===== src/rtl/gb_bus_pkg.sv =====
// Shared types and constants for the Game Boy memory bus arbiter.
package gb_bus_pkg;

    // Bus owner; one state lasts exactly one bus cycle.
    typedef enum logic [2:0] {
        IDLE,
        CPU,
        OAM,
        HDMA_RD,
        HDMA_WR
    } owner_state;

    // VRAM window that the HDMA target offset is mapped into.
    localparam logic [15:0] VRAM_BASE_DEFAULT = 16'h8000;

    // Value seen on read-data outputs before any read has completed.
    localparam logic [7:0]  OPEN_BUS          = 8'hFF;

endpackage


===== src/rtl/bus_prio_sel.sv =====
// Fixed-priority selector: HDMA > OAM DMA > CPU, with CPU re-grant masking.
module bus_prio_sel
    import gb_bus_pkg::*;
(
    input  logic       hdma_req_i,
    input  logic       oam_req_i,
    input  logic       cpu_req_i,
    input  logic       cpu_mask_i,
    output owner_state owner_o
);

    // The CPU mask blocks a back-to-back grant while its ack is being issued.
    always_comb begin
        owner_o = IDLE;
        if (hdma_req_i) begin
            owner_o = HDMA_RD;
        end else if (oam_req_i) begin
            owner_o = OAM;
        end else if (cpu_req_i && !cpu_mask_i) begin
            owner_o = CPU;
        end
    end

endmodule


===== src/rtl/mem_bus_arbiter.sv =====
// Shared memory bus scheduler for CPU, OAM DMA and GBC HDMA.
// All bus and ack outputs are registered and change at the edge that
// enters the owning state; HDMA bytes are a read/write pair that always
// completes once started.
module mem_bus_arbiter
    import gb_bus_pkg::*;
#(
    parameter logic [15:0] VRAM_BASE = VRAM_BASE_DEFAULT
) (
    input  logic        clk,
    input  logic        reset_n,

    input  logic        cpu_req,
    input  logic        cpu_wr,
    input  logic [15:0] cpu_addr,
    input  logic [7:0]  cpu_dout,
    output logic [7:0]  cpu_din,
    output logic        cpu_ack,
    output logic        cpu_stall,

    input  logic        oam_req,
    input  logic [15:0] oam_addr,
    output logic [7:0]  oam_din,
    output logic        oam_ack,

    input  logic        hdma_rd,
    input  logic [15:0] hdma_source_addr,
    input  logic [15:0] hdma_target_addr,

    output logic [15:0] mem_addr,
    output logic        mem_rd,
    output logic        mem_wr,
    output logic [7:0]  mem_dout,
    input  logic [7:0]  mem_din
);

    owner_state  state_q, state_d;
    owner_state  arb_owner;

    logic [15:0] mem_addr_q, mem_addr_d;
    logic        mem_rd_q,   mem_rd_d;
    logic        mem_wr_q,   mem_wr_d;
    logic [7:0]  mem_dout_q, mem_dout_d;
    logic [7:0]  cpu_din_q,  cpu_din_d;
    logic        cpu_ack_q,  cpu_ack_d;
    logic [7:0]  oam_din_q,  oam_din_d;
    logic        oam_ack_q,  oam_ack_d;
    logic [7:0]  hdma_byte_q, hdma_byte_d;

    // Only the 8 KiB VRAM offset of the HDMA target is meaningful.
    logic        unused_tgt_hi;
    assign unused_tgt_hi = ^hdma_target_addr[15:13];

    bus_prio_sel u_prio (
        .hdma_req_i (hdma_rd),
        .oam_req_i  (oam_req),
        .cpu_req_i  (cpu_req),
        .cpu_mask_i (state_q == CPU),
        .owner_o    (arb_owner)
    );

    // Next owner and the bus/ack values that go with entering it.
    always_comb begin
        state_d     = (state_q == HDMA_RD) ? HDMA_WR : arb_owner;

        hdma_byte_d = (state_q == HDMA_RD) ? mem_din : hdma_byte_q;

        cpu_ack_d   = (state_q == CPU);
        cpu_din_d   = (state_q == CPU && !mem_wr_q) ? mem_din : cpu_din_q;
        oam_ack_d   = (state_q == OAM);
        oam_din_d   = (state_q == OAM) ? mem_din : oam_din_q;

        mem_addr_d  = 16'h0000;
        mem_rd_d    = 1'b0;
        mem_wr_d    = 1'b0;
        mem_dout_d  = 8'h00;

        case (state_d)
            CPU: begin
                mem_addr_d = cpu_addr;
                mem_rd_d   = ~cpu_wr;
                mem_wr_d   = cpu_wr;
                mem_dout_d = cpu_wr ? cpu_dout : 8'h00;
            end
            OAM: begin
                mem_addr_d = oam_addr;
                mem_rd_d   = 1'b1;
            end
            HDMA_RD: begin
                mem_addr_d = hdma_source_addr;
                mem_rd_d   = 1'b1;
            end
            HDMA_WR: begin
                mem_addr_d = VRAM_BASE | {3'b000, hdma_target_addr[12:0]};
                mem_wr_d   = 1'b1;
                mem_dout_d = hdma_byte_d;
            end
            default: ;
        endcase
    end

    // State and registered outputs; reset abandons any in-flight access.
    always_ff @(posedge clk or negedge reset_n) begin
        if (!reset_n) begin
            state_q     <= IDLE;
            mem_addr_q  <= 16'h0000;
            mem_rd_q    <= 1'b0;
            mem_wr_q    <= 1'b0;
            mem_dout_q  <= 8'h00;
            cpu_din_q   <= OPEN_BUS;
            cpu_ack_q   <= 1'b0;
            oam_din_q   <= OPEN_BUS;
            oam_ack_q   <= 1'b0;
            hdma_byte_q <= 8'h00;
        end else begin
            state_q     <= state_d;
            mem_addr_q  <= mem_addr_d;
            mem_rd_q    <= mem_rd_d;
            mem_wr_q    <= mem_wr_d;
            mem_dout_q  <= mem_dout_d;
            cpu_din_q   <= cpu_din_d;
            cpu_ack_q   <= cpu_ack_d;
            oam_din_q   <= oam_din_d;
            oam_ack_q   <= oam_ack_d;
            hdma_byte_q <= hdma_byte_d;
        end
    end

    assign mem_addr  = mem_addr_q;
    assign mem_rd    = mem_rd_q;
    assign mem_wr    = mem_wr_q;
    assign mem_dout  = mem_dout_q;
    assign cpu_din   = cpu_din_q;
    assign cpu_ack   = cpu_ack_q;
    assign oam_din   = oam_din_q;
    assign oam_ack   = oam_ack_q;
    assign cpu_stall = cpu_req & ~cpu_ack_q;

endmodule


===== config.mk =====
export PLATFORM = sky130hd
export DESIGN_NAME = mem_bus_arbiter
export DESIGN_NICKNAME = d
export VERILOG_FILES = /design/src/rtl/gb_bus_pkg.sv /design/src/rtl/bus_prio_sel.sv /design/src/rtl/mem_bus_arbiter.sv
export SDC_FILE = /design/constraint.sdc
export NUM_CORES = 1
export LEC_CHECK = 0
export ABC_AREA = 1
export BUFFER_PORTS_ARGS = -buffer_cell sky130_fd_sc_hd__clkbuf_2
export CAP_MARGIN = 0
export CORE_ASPECT_RATIO = 1.5
export CORE_MARGIN = 8
export CORE_UTILIZATION = 40
export DETAILED_ROUTE_END_ITERATION = 7
export HOLD_SLACK_MARGIN = 0.12
export PLACE_DENSITY = 0.75
export SLEW_MARGIN = 20
export SYNTH_ARGS = -nofsm -noshare
export SYNTH_HDL_FRONTEND = slang
export SYNTH_SLANG_ARGS = --single-unit

===== constraint.sdc =====
create_clock -name clk -period 1.4 [get_ports clk]
set_input_delay 0.07 -clock clk [delete_from_list [all_inputs] [get_ports clk]]
set_output_delay 0.07 -clock clk [all_outputs]
set_load 0.05 [all_outputs]

# Yosys cells after proc, flatten, opt, wreduce, memory -nomap -nowiden
# Cells that the tools add are included.
dict set report totals {
  output_inout_bits 45
  regBits 55
}
dict set report op_classes {
  eq_ne 7
  mux 10
  reduce_logical 5
  bitwise_logic 3
}
# operator count
set op_table {}
lappend op_table {{one-hot mux 16 bit (4 select lines)} 1}
lappend op_table {{2-to-1 mux 8 bit} 2}
lappend op_table {{one-hot mux 8 bit (2 select lines)} 1}
lappend op_table {{== test 3 x 2 -> 1 bit, second input constant} 4}
lappend op_table {{2-to-1 mux 3 bit} 3}
lappend op_table {{== test 3 x 1 -> 1 bit, second input constant} 2}
lappend op_table {{one-hot mux 1 bit (2 select lines)} 2}
lappend op_table {{== test 3 bit, second input constant} 1}
lappend op_table {{logical AND 1 bit} 2}
lappend op_table {{logical NOT 1 bit} 2}
lappend op_table {{inverter 1 bit} 2}
lappend op_table {{OR reduction 2 bit} 1}
lappend op_table {{bitwise AND 1 bit} 1}
lappend op_table {{2-to-1 mux 1 bit} 1}

# Longest topological paths before layout
# Gate-level depths: netlist of run 1.
dict set report logic_depth {
  word_depth 10
  depth_mapped 8
  ltp_nobuf 6
}

# By module
# From an unflattened synthesis of run 1, not the netlist that was laid out.
dict set report unflattened {
  cells_unflattened 270
  area_unflattened_um2 2583.7
}
# mod area_per_inst_um2 seq_area_each_um2 instances cells_per_inst
set modules_own_cells {}
lappend modules_own_cells {mem_bus_arbiter 2543.7 1396.3 1 262}
lappend modules_own_cells {bus_prio_sel 40.0 0.0 1 8}

# Worst setup path after synthesis of run 1
# OpenSTA, ideal clock, no wires.
dict set report synth_path {
  path_kind {register to output}
  start {register cpu_ack_q (netlist: cpu_ack)}
  end {output cpu_stall}
  stages_incl_launch_ff 2
  arrival_time_ps 1280
  n_path_buf 0
  setup_slack_ps 50
  cell_sequence {dfrtp_1 -> nor2_1}
}
dict set report synth_via {
  elab_chain_len 2
}
# element line_no
set synth_rtl {}
lappend synth_rtl {{start: declaration} mem_bus_arbiter.sv:45} ;# logic cpu_ack_q, cpu_ack_d;
lappend synth_rtl {{start signal: assignment} mem_bus_arbiter.sv:122} ;# cpu_ack_q <= cpu_ack_d;
lappend synth_rtl {{inverter 1 bit} mem_bus_arbiter.sv:137} ;# assign cpu_stall = cpu_req & ~cpu_ack_q;
lappend synth_rtl {{bitwise AND 1 bit} mem_bus_arbiter.sv:137}
lappend synth_rtl {{end: declaration} mem_bus_arbiter.sv:19} ;# output logic cpu_stall,
# No other way between the ends.

# Worst setup path in the final report of run 1
dict set report layout_path {
  start {register state_q[2]}
  end {register mem_addr_q[9] (netlist: mem_addr[9])}
}
dict set report layout_via {
  elab_chain_len 9
  elab_cells_between_ends 13
  classes_between {eq/ne: 6; mux: 5; reduce/logical: 2}
}
# element line_no
set layout_rtl {}
lappend layout_rtl {{start: declaration} mem_bus_arbiter.sv:37} ;# owner_state state_q, state_d;
lappend layout_rtl {{start signal: assignment} mem_bus_arbiter.sv:116} ;# state_q <= state_d;
lappend layout_rtl {{== test 3 x 1 -> 1 bit} mem_bus_arbiter.sv:58} ;# .cpu_mask_i (state_q == CPU),
lappend layout_rtl {{logical NOT 1 bit} bus_prio_sel.sv:19} ;# end else if (cpu_req_i && !cpu_mask_i) begin
lappend layout_rtl {{logical AND 1 bit} bus_prio_sel.sv:19}
lappend layout_rtl {{2-to-1 mux 1 bit} bus_prio_sel.sv:19}
lappend layout_rtl {{2-to-1 mux 3 bit} bus_prio_sel.sv:17} ;# end else if (oam_req_i) begin
lappend layout_rtl {{2-to-1 mux 3 bit} bus_prio_sel.sv:15} ;# if (hdma_req_i) begin
lappend layout_rtl {{2-to-1 mux 3 bit (*)} mem_bus_arbiter.sv:64} ;# state_d = (state_q == HDMA_RD) ? HDMA_WR : arb_owner;
lappend layout_rtl {{== test 3 bit (tied with other cells)} mem_bus_arbiter.sv:78} ;# case (state_d)
lappend layout_rtl {{one-hot mux 16 bit (4 select lines) (*)} mem_bus_arbiter.sv:78}
lappend layout_rtl {{net mem_addr_d[9]} mem_bus_arbiter.sv:40} ;# logic [15:0] mem_addr_q, mem_addr_d;
lappend layout_rtl {{end signal: assignment} mem_bus_arbiter.sv:117} ;# mem_addr_q <= mem_addr_d;
lappend layout_rtl {{end: declaration} mem_bus_arbiter.sv:40}
# Mark *: on every way through the listed nets, which the timed path passes. The rest lies on a longest branch.
# A chain may end at the register's enable or synchronous reset.

==> results of run 1 <==
==> state kept, by name, indices dropped and copies added (netlist names) <==
name	count
mem_rd	1
oam_ack	1
cpu_ack	1
mem_addr	16
state_q	3
oam_din	8
mem_dout	8
mem_wr	1
cpu_din	8
==> kinds of logic after synthesis <==
group | synth area share (%)
and+or+nand+nor | 32.18
DFF | 54.35
buffers and inverters | 8.186
AOI/OAI and AO/OA | 5.287
==> final cells by class <==
class / instances / area (sq um) / share of cell area (%)
Timing Repair Buffer: 218 / 1555 / 40.28
Sequential cell: 47 / 1196 / 30.98
Multi-Input combinational cell: 149 / 858.3 / 22.23
Tap cell: 70 / 87.58 / 2.268
Clock buffer: 6 / 82.58 / 2.139
Inverter: 16 / 62.56 / 1.620
Clock inverter: 2 / 16.27 / 0.4213
Antenna cell: 1 / 2.502 / 0.06481
==> repair_timing <==
item,CTS,global route
resized for setup,1,8
setup endpoints to repair,1,14
pin swaps,0,1
endpoints found under the hold margin,87,0
hold buffers,78,0
buffers inserted,0,2
==> worst max-delay path: stages (launching register included) <==
cell and delay [ps]:
dfrtp_1 400, inv_2 120, nand3_4 120, inv_4 110, nor2_4 30, buf_4 180
nand3_1 110, nand4_1 110
==> worst paths after layout <==
check	startpoint	end	slack, ps	cells past startpoint
max	state_q[2]	mem_addr[9]	60	7
min	hdma_rd	mem_rd	130	3
max reg2reg	state_q[2]	mem_addr[9]	60	7
min reg2reg	state_q[2]	oam_ack	480	1
max in group asynchronous	reset_n	oam_din[6]	820	3
min in group asynchronous	reset_n	mem_rd	310	3
==> cell usage in the layout (no fill, tap or decap), drive strengths merged <==
master / instances
clkbuf: 133
nand4: 30
dlygate4sd3: 78
nand2: 67
nor3: 1
buf: 13
nand3: 28
diode: 1
or2: 1
dfrtp: 31
nor2: 5
inv: 16
o21ai: 16
clkinvlp: 1
clkinv: 1
o22ai: 1
dfstp: 16
==> power groups by stage <==
| stage | registers, mW | logic (mW) | clock network [mW] |
|---|---|---|---|
| after CTS | 2.13 | 3.22 | 0.900 |
| final | 2.17 | 3.30 | 0.872 |
| after global routing | 2.21 | 3.49 | 0.945 |
| after detailed placement | 2.16 | 3.04 | 0 |
| after global placement | 2.14 | 2.99 | 0 |
| after floorplan | 3.63 | 0.767 | 0 |
==> layer usage <==
| metal | global-route usage (%) | up-vias |
|---|---|---|
| met1 | 21.55 | 1224 |
| met4 | 14.36 | 0 |
| met2 | 39.34 | 148 |
| met3 | 5.276 | 40 |
| li1 | - | 1187 |
| met5 | 0 | - |
==> results_dict.tcl, run 1 <==
set metrics [dict create \
    wl_met2_um 4795 \
    nNetsFinal 523 \
    ys_seq_area_share_pct 54.35 \
    wl_met1_um 3074 \
    grt_pass1_wl_um 14330 \
    intPower_mw 3.223 \
    cts_max_level 2 \
    critPathMaxFanout 12 \
    ys.warnings.count 0 \
    drv_slew 0 \
    status "completed" \
    timing.hold.ws_ps 133.6 \
    fp.dieArea_sq_um 8181 \
    synth_top_area_share_pct 35.25 \
    relSlewSlack_pct 78.72 \
    drt_wl_total_um 8925 \
    ir_drop_uv 635.4 \
    cts_buffers 5 \
    core_sq_um 5409 \
    vias_per_cell 5.106 \
    finalCoreUtilization_pct 71.39 \
    maxCapViolCount 0 \
    synthesis.area_sq_um 2201 \
    clk_pin_slew_ps 90 \
    n_fill_cell 377 \
    pre_cts_slack_ps -5.427 \
    pwr-share-clk_pct 13.8 \
    synth_fp_nets 314 \
    finalClockSkew_ps 6.572 \
    synthTopCellsByArea "dfrtp_1, dfstp_2, nand2_1, nand4_1, nand3_2" \
    highest_layer "met4" \
    rows 33 \
    pin_count 131 \
    comb_power_share_pct 52.0 \
    post-route-cell-area_sq_um 3861 \
    ys.flop_type "dfrtp_1" \
    gp_congestion 0.7638 \
    cp.arrival_ps 1500 \
    cts_num_sinks 47 \
    worstHoldPathType "input port to register" \
    rsz0062_at_grt "no" \
    synth_area_leader_cell "dfrtp_1" \
    yosysMostFrequentCell "nand2_1" \
    tightestPinTransition_ps 319.2 \
    layout_setup_ws_ps 60.29 \
    drtPass1Iterations 4 \
    post_synth.cell_area_avg_sq_um 9.653 \
    layout-area-overhead-vs-synth_pct 75.44 \
    synth-seq-cells 47 \
    synth_cell_type_count 24 \
    synthTopCellsByCount "nand2_1, dfrtp_1, nand4_1" \
    grt_pass1_vias 2866 \
    p_leak_nw 1.967 \
    cp-end-kind "register" \
    required_ps 1560 \
    grt_remaining_overflow 0 \
    grtUsageTotal_pct 21.70 \
    drtIter0Drc 156 \
    final.setup.tns_ps 0 \
    sw_frac_of_total_pct 49.18 \
    grt_max_degree 48 \
    wl_met3_um 606 \
    ant_nets 0 \
    die_w_um 76.57 \
    path_class "register to register" \
    grt_antenna_before_repair 0 \
    setup_viol 0 \
    start_util_pct 40.69 \
    clk_latency_ps 300 \
    seq_power_share_pct 34.2 \
    drt-wirelength-per-cell_um 17.53 \
    period_needed_ps 1340 \
    finalHoldViolCount 0 \
    cts_tree "done" \
    fmax_mhz 746.4 \
    port_buffers 127 \
    placed_area_sq_um 2924 \
    syn-instance-count 228 \
    die_h_um 106.8 \
    final_cells 509 \
    period_share_pct 95.69 \
    hpwl_um 5446 \
    vias 2599 \
    cts_buffer_depth 2 \
    p_sw_mw 3.119 \
    cts_root_buf "clkbuf_8" \
    power_density_nw_per_um2 1642 \
    finalPower_mw 6.342 \
    synth_enable_flop_cells 0 \
    async_flop_share_pct 100.0 \
    dp_cells 420 \
    drive_gt1_share_pct 44.29 \
    startpoint_type "register" \
    drc 0 \
]
(Power assumes the default switching activity.)
==> inputs of run 2 (changes only) <==
PLACE_DENSITY = 0.72   (was 0.75)
SYNTH_HIERARCHICAL = 1   (was not set)
==> run 2 against run 1 <==
Against the previous run:
- the flow now finishes with violations (setup timing)
- highest routed layer unchanged
- sequential share of layout area grew 1.0 points
- fmax fell by 13%
- utilization down 3.2 points
- register-to-register slack got worse by 200 ps
==> results_dict.tcl, run 2 <==
set metrics [dict create \
    max_stage_delay_ps 390 \
    cts_max_level 2 \
    layout_setup_ws_ps -137.7 \
    synth_enable_flop_cells 0 \
    fmax_mhz 650.3 \
    ys.warnings.count 6 \
    ant_nets 0 \
    largest_reg_flops 16 \
    final_common_cell "clkbuf_2" \
    final.setup.tns_ps -2717 \
    finalCoreUtilization_pct 68.19 \
    cts_root_buf "clkbuf_8" \
    grt_max_degree 56 \
    period_needed_ps 1538 \
    grtUsageTotal_pct 21.43 \
    cts_tree "done" \
    syn-instance-count 270 \
    finalClockSkew_ps 7.594 \
    finalHoldViolCount 0 \
    drc 0 \
    fp.dieArea_sq_um 9340 \
    cts_buffer_depth 2 \
    final_cell_mix "clkbuf_2, dlygate4sd3_1, nand4_1" \
    die_w_um 81.62 \
    async_flop_share_pct 100.0 \
    synthTopCellsByCount "nand4_1, nand2_1, dfrtp_1" \
    synth_top_area_share_pct 37.77 \
    synth_fp_nets 356 \
    n_fill_cell 465 \
    rsz0062_at_grt "yes" \
    drt-wirelength-per-cell_um 17.96 \
    clk_pin_slew_ps 100 \
    drtPass1Iterations 5 \
    post_synth.cell_area_avg_sq_um 9.569 \
    crit_top_cell "nand4_1" \
    pin_count 131 \
    placed_area_sq_um 3377 \
    p_leak_nw 2.191 \
    cts_num_sinks 55 \
    power_density_nw_per_um2 1247 \
    ff2ff_setup_slack_ps -140 \
    rr_endpoint "mem_addr[9]" \
    critPathMaxFanout 7 \
    die_h_um 114.4 \
    cts_buffers 5 \
    ir_drop_uv 635.0 \
    synth-seq-cells 55 \
    period_share_pct 109.8 \
    post-route-cell-area_sq_um 4362 \
    required_ps 1580 \
    yosysMostFrequentCell "nand4_1" \
    ys_seq_area_share_pct 54.04 \
    layout-area-overhead-vs-synth_pct 68.81 \
    setup_viol 26 \
    final_cells 556 \
    slowest_stage "dfrtp_1" \
    finalPower_mw 5.441 \
    ys.flop_type "dfrtp_1" \
    pre_cts_slack_ps -51.93 \
    grt_remaining_overflow 0 \
    violations "setup timing" \
    multi_input_area_sq_um 1016 \
    vias 2937 \
    drtIter0Drc 179 \
    hpwl_um 5934 \
    worstRegToRegCells 10 \
    cp.arrival_ps 1720 \
    seq_area_sq_um 1396 \
    port_buffers 127 \
    vias_per_cell 5.282 \
    cp-end-kind "register" \
    path_cells "inv_2 -> nor3_4 -> inv_1 -> nand3_2 -> nand2_4 -> inv_4 -> nor2_4 -> clkbuf_16 -> nand4_1 -> nand4_1" \
    grt_pass1_vias 3159 \
    r2r-start "state_q[0]" \
    drv_slew 0 \
    drt_wl_total_um 9985 \
    synth_area_leader_cell "dfrtp_1" \
    start_util_pct 40.40 \
    worstSetupPathDepth 10 \
    synthTopCellsByArea "dfrtp_1, dfstp_2, nand4_1, nand2_1, nand3_1" \
    synthesis.area_sq_um 2584 \
    nNetsFinal 564 \
    crit_buf_inv 4 \
    worstHoldPathType "input port to asynchronous set/reset pin" \
    gp_congestion 0.7842 \
    status "finished, violations left" \
    timing.hold.ws_ps 281.6 \
    core_sq_um 6396 \
    grt_pass1_wl_um 15480 \
    path_class "register to register" \
    synth_cell_type_count 24 \
    crit_family "simple AND/OR/NAND/NOR gates" \
    clk_latency_ps 310 \
    rows 36 \
    dp_cells 464 \
    maxCapViolCount 0 \
    grt_antenna_before_repair 1 \
    startpoint_type "register" \
    drive_gt1_share_pct 42.17 \
]
-- run 2: changes by cell type after synthesis, moves of 5 or more --
cell | before | now
o21ai_2 | 8 | 16
nand4_1 | 30 | 58
nand2_1 | 64 | 43
inv_1 | 13 | 18
dfrtp_1 | 31 | 39
nand3_2 | 10 | 2
nand3_1 | 18 | 32
-- run 2: worst max path at each step --
| stage | start | endpoint | slack [ps] |
|---|---|---|---|
| 2_1_floorplan | state_q[0] | mem_addr[13] | -40 |
| 4_1_cts | state_q[0] | mem_dout[7] | -50 |
| 6_report | state_q[0] | mem_addr[9] | -140 |
| 3_3_place_gp | state_q[0] | mem_dout[7] | 2 |
| 5_1_grt | state_q[0] | mem_addr[2] | -240 |
| 3_5_place_dp | state_q[0] | mem_dout[0] | -50 |
-- run 2: power by group --
| group | internal (mW) | total [mW] | switching [mW] |
|---|---|---|---|
| Combinational | 0.678 | 2.22 | 1.54 |
| Sequential | 2.01 | 2.15 | 0.137 |
| Clock | 0.534 | 1.07 | 0.534 |
| Total | 3.22 | 5.44 | 2.22 |
-- run 2: cell type report --
type                    count  share of cell area [%]
diodes                      1                 0.05737
clock buffers               5                   1.578
clock inverters             3                   1.004
inverters                  22                   2.123
multi-input cells         171                   23.29
flip-flops and latches     55                   32.01
well taps                  76                   2.180
repair buffers            223                   37.75
-- run 2: logic make-up after synthesis --
logic type	after synthesis	share of synthesized area (%)
buffers and inverters	44	8.184
AO/OA/AOI/OAI	27	7.651
AND/OR/NAND/NOR	143	29.98
other	1	0.1451
flip-flops	55	54.04
-- run 2: worst register-to-register path, stage by stage (launching register included) --
cell and delay [ps]:
dfrtp_1 390, inv_2 60, nor3_4 190, inv_1 80, nand3_2 90, nand2_4 90
inv_4 80, nor2_4 50, clkbuf_16 170, nand4_1 100, nand4_1 110
-- run 2: per-layer routing --
| layer | track usage, % | vias to the layer above | wire [um] | share of wire (%) |
|---|---|---|---|---|
| li1 | - | 1371 | - | - |
| met1 | 23.44 | 1331 | 3557 | 36 |
| met2 | 34.47 | 203 | 4865 | 49 |
| met3 | 9.277 | 32 | 1232 | 12 |
| met4 | 10.00 | 0 | 330 | 3.3 |
| met5 | 0 | - | 0 | 0 |
-- run 2: repair_timing --
action	in CTS	in global routing
setup endpoints to repair	25	26
pin swaps	0	5
setup buffers	0	3
hold buffers	79	0
cloned	0	1
hold endpoints to repair	103	0
gates resized for setup	3	4
==> inputs of run 3 (changes only) <==
CTS_CLUSTER_SIZE = 30   (was not set)
PLACE_DENSITY = 0.76   (was 0.72)
==> run 3 against run 2 <==
Against the previous run:
- register-to-register slack gained 96 ps
- count of clock-buffer cells in the layout grew 3
- utilization shrank 0.23 points
- via count shrank 1.7%
- the run still ends with setup timing left
- critical path depth shrank 3
- critical endpoint is now mem_addr[0]
- combinational power is essentially flat
- sequential power is essentially flat
- worst setup slack gained 96 ps
- design area shrank 0.34%
- cell count shrank 0.36%
- global-route usage shrank 1.3 points
==> results_dict.tcl, run 3 (synthesis gave the netlist of run 2 again) <==
set metrics [dict create \
    cts_buffer_depth 2 \
    finalHoldViolCount 0 \
    drv_slew 0 \
    drt_wl_total_um 9351 \
    period_needed_ps 1442 \
    drc 0 \
    timing.hold.ws_ps 107.3 \
    die_w_um 81.62 \
    required_ps 1580 \
    final_cells 554 \
    largest_reg_flops 16 \
    period_share_pct 103.0 \
    drtIter0Drc 178 \
    holdCritStartpoint "hdma_source_addr[11]" \
    vias 2886 \
    cts_root_buf "clkbuf_8" \
    antenna_cells 0 \
    ant_nets 0 \
    finalPower_mw 5.430 \
    finalClockSkew_ps 6.498 \
    final_common_cell "clkbuf_2" \
    cts_tree "done" \
    worstHoldPathType "input port to register" \
    grtUsageTotal_pct 20.11 \
    core_sq_um 6396 \
    drive_gt1_share_pct 42.68 \
    final_cell_mix "clkbuf_2, dlygate4sd3_1, nand4_1" \
    cp-startpoint "state_q[0]" \
    gp_congestion 0.7592 \
    clk_pin_slew_ps 100 \
    rsz0062_at_grt "yes" \
    nNetsFinal 563 \
    p_leak_nw 2.187 \
    clk_latency_ps 300 \
    port_buffers 127 \
    grt_pass1_wl_um 14730 \
    vias_per_cell 5.209 \
    cts_num_sinks 55 \
    grt_max_degree 56 \
    ir_drop_uv 609.2 \
    drtPass1Iterations 4 \
    fp.dieArea_sq_um 9340 \
    cp.arrival_ps 1620 \
    grt_remaining_overflow 0 \
    die_h_um 114.4 \
    maxCapViolCount 0 \
    start_util_pct 40.40 \
    path_class "register to register" \
    r2r-start "state_q[0]" \
    power_density_nw_per_um2 1249 \
    layout-area-overhead-vs-synth_pct 68.23 \
    fmax_mhz 693.6 \
    cts_buffers 5 \
    violations "setup timing" \
    layout_setup_ws_ps -41.77 \
    drt-wirelength-per-cell_um 16.88 \
    startpoint_type "register" \
    grt_pass1_vias 3119 \
    hpwl_um 5858 \
    pin_count 131 \
    critPathMaxFanout 13 \
    dp_cells 466 \
    grt_antenna_before_repair 0 \
    cts_max_level 2 \
    setup_viol 13 \
    status "finished, violations left" \
    rows 36 \
    cp-end-kind "register" \
]
[run 3: final cells by class]
type                    count  area, sq um
fillers                   467         2049
repair buffers            221         1604
flip-flops and latches     55         1396
multi-input cells         171         1030
clock buffers               8        122.6
well taps                  76        95.09
inverters                  22        92.59
repair inverters            1        6.256
[run 3: worst max-delay path, cell delays in order, from the launching register on]
cell     delay [ps]
dfrtp_1         400
buf_4           130
buf_4           130
nand3_4         160
nand2_2          90
buf_4           200
nand3_1         100
nand4_1         100
[run 3: what timing repair did]
| action | in CTS | in global routing |
|---|---|---|
| hold endpoints to repair | 103 | 0 |
| buffers inserted | 0 | 2 |
| pin swaps | 0 | 1 |
| gates resized for setup | 7 | 6 |
| endpoints found under the setup margin | 23 | 27 |
| hold buffers | 77 | 0 |
| gates cloned | 0 | 1 |
[run 3: per-layer routing]
layer	GRT usage, %	vias to the layer above	part of all wire [%]
li1	-	1366	-
met5	0	-	0
met4	10.24	0	3.4
met1	20.14	1340	34
met3	6.132	31	9.9
met2	35.75	149	52
[run 3: path summary, 6_finish.rpt]
kind | to | slack [ps] | depth (start not counted)
max | mem_addr[0] | -40 | 7
min | mem_addr[11] | 110 | 3
max reg2reg | mem_addr[0] | -40 | 7
min reg2reg | hdma_byte_q[5] | 480 | 2
max in group asynchronous | cpu_din[6] | 790 | 3
min in group asynchronous | mem_addr[0] | 300 | 3
[run 3: report_power, final]
part / total [mW] / switching (mW) / internal, mW
registers: 2.15 / 0.136 / 2.01
logic: 2.21 / 1.54 / 0.670
clock network: 1.07 / 0.496 / 0.571
total: 5.43 / 2.18 / 3.25
[run 3: per-stage QoR]
stage	utilization, %	setup TNS [ps]	area (sq um)	setup slack (ps)
after floorplan	-	-847.8	2618	-44.67
after global routing	67.96	-3285	4347	-161.9
after CTS	67.27	-110.6	4303	-23.42
after global placement	52.84	-4.643	3379	-4.643
final	67.96	-156.3	4347	-41.77
after detailed placement	52.84	-96.09	3379	-22.07
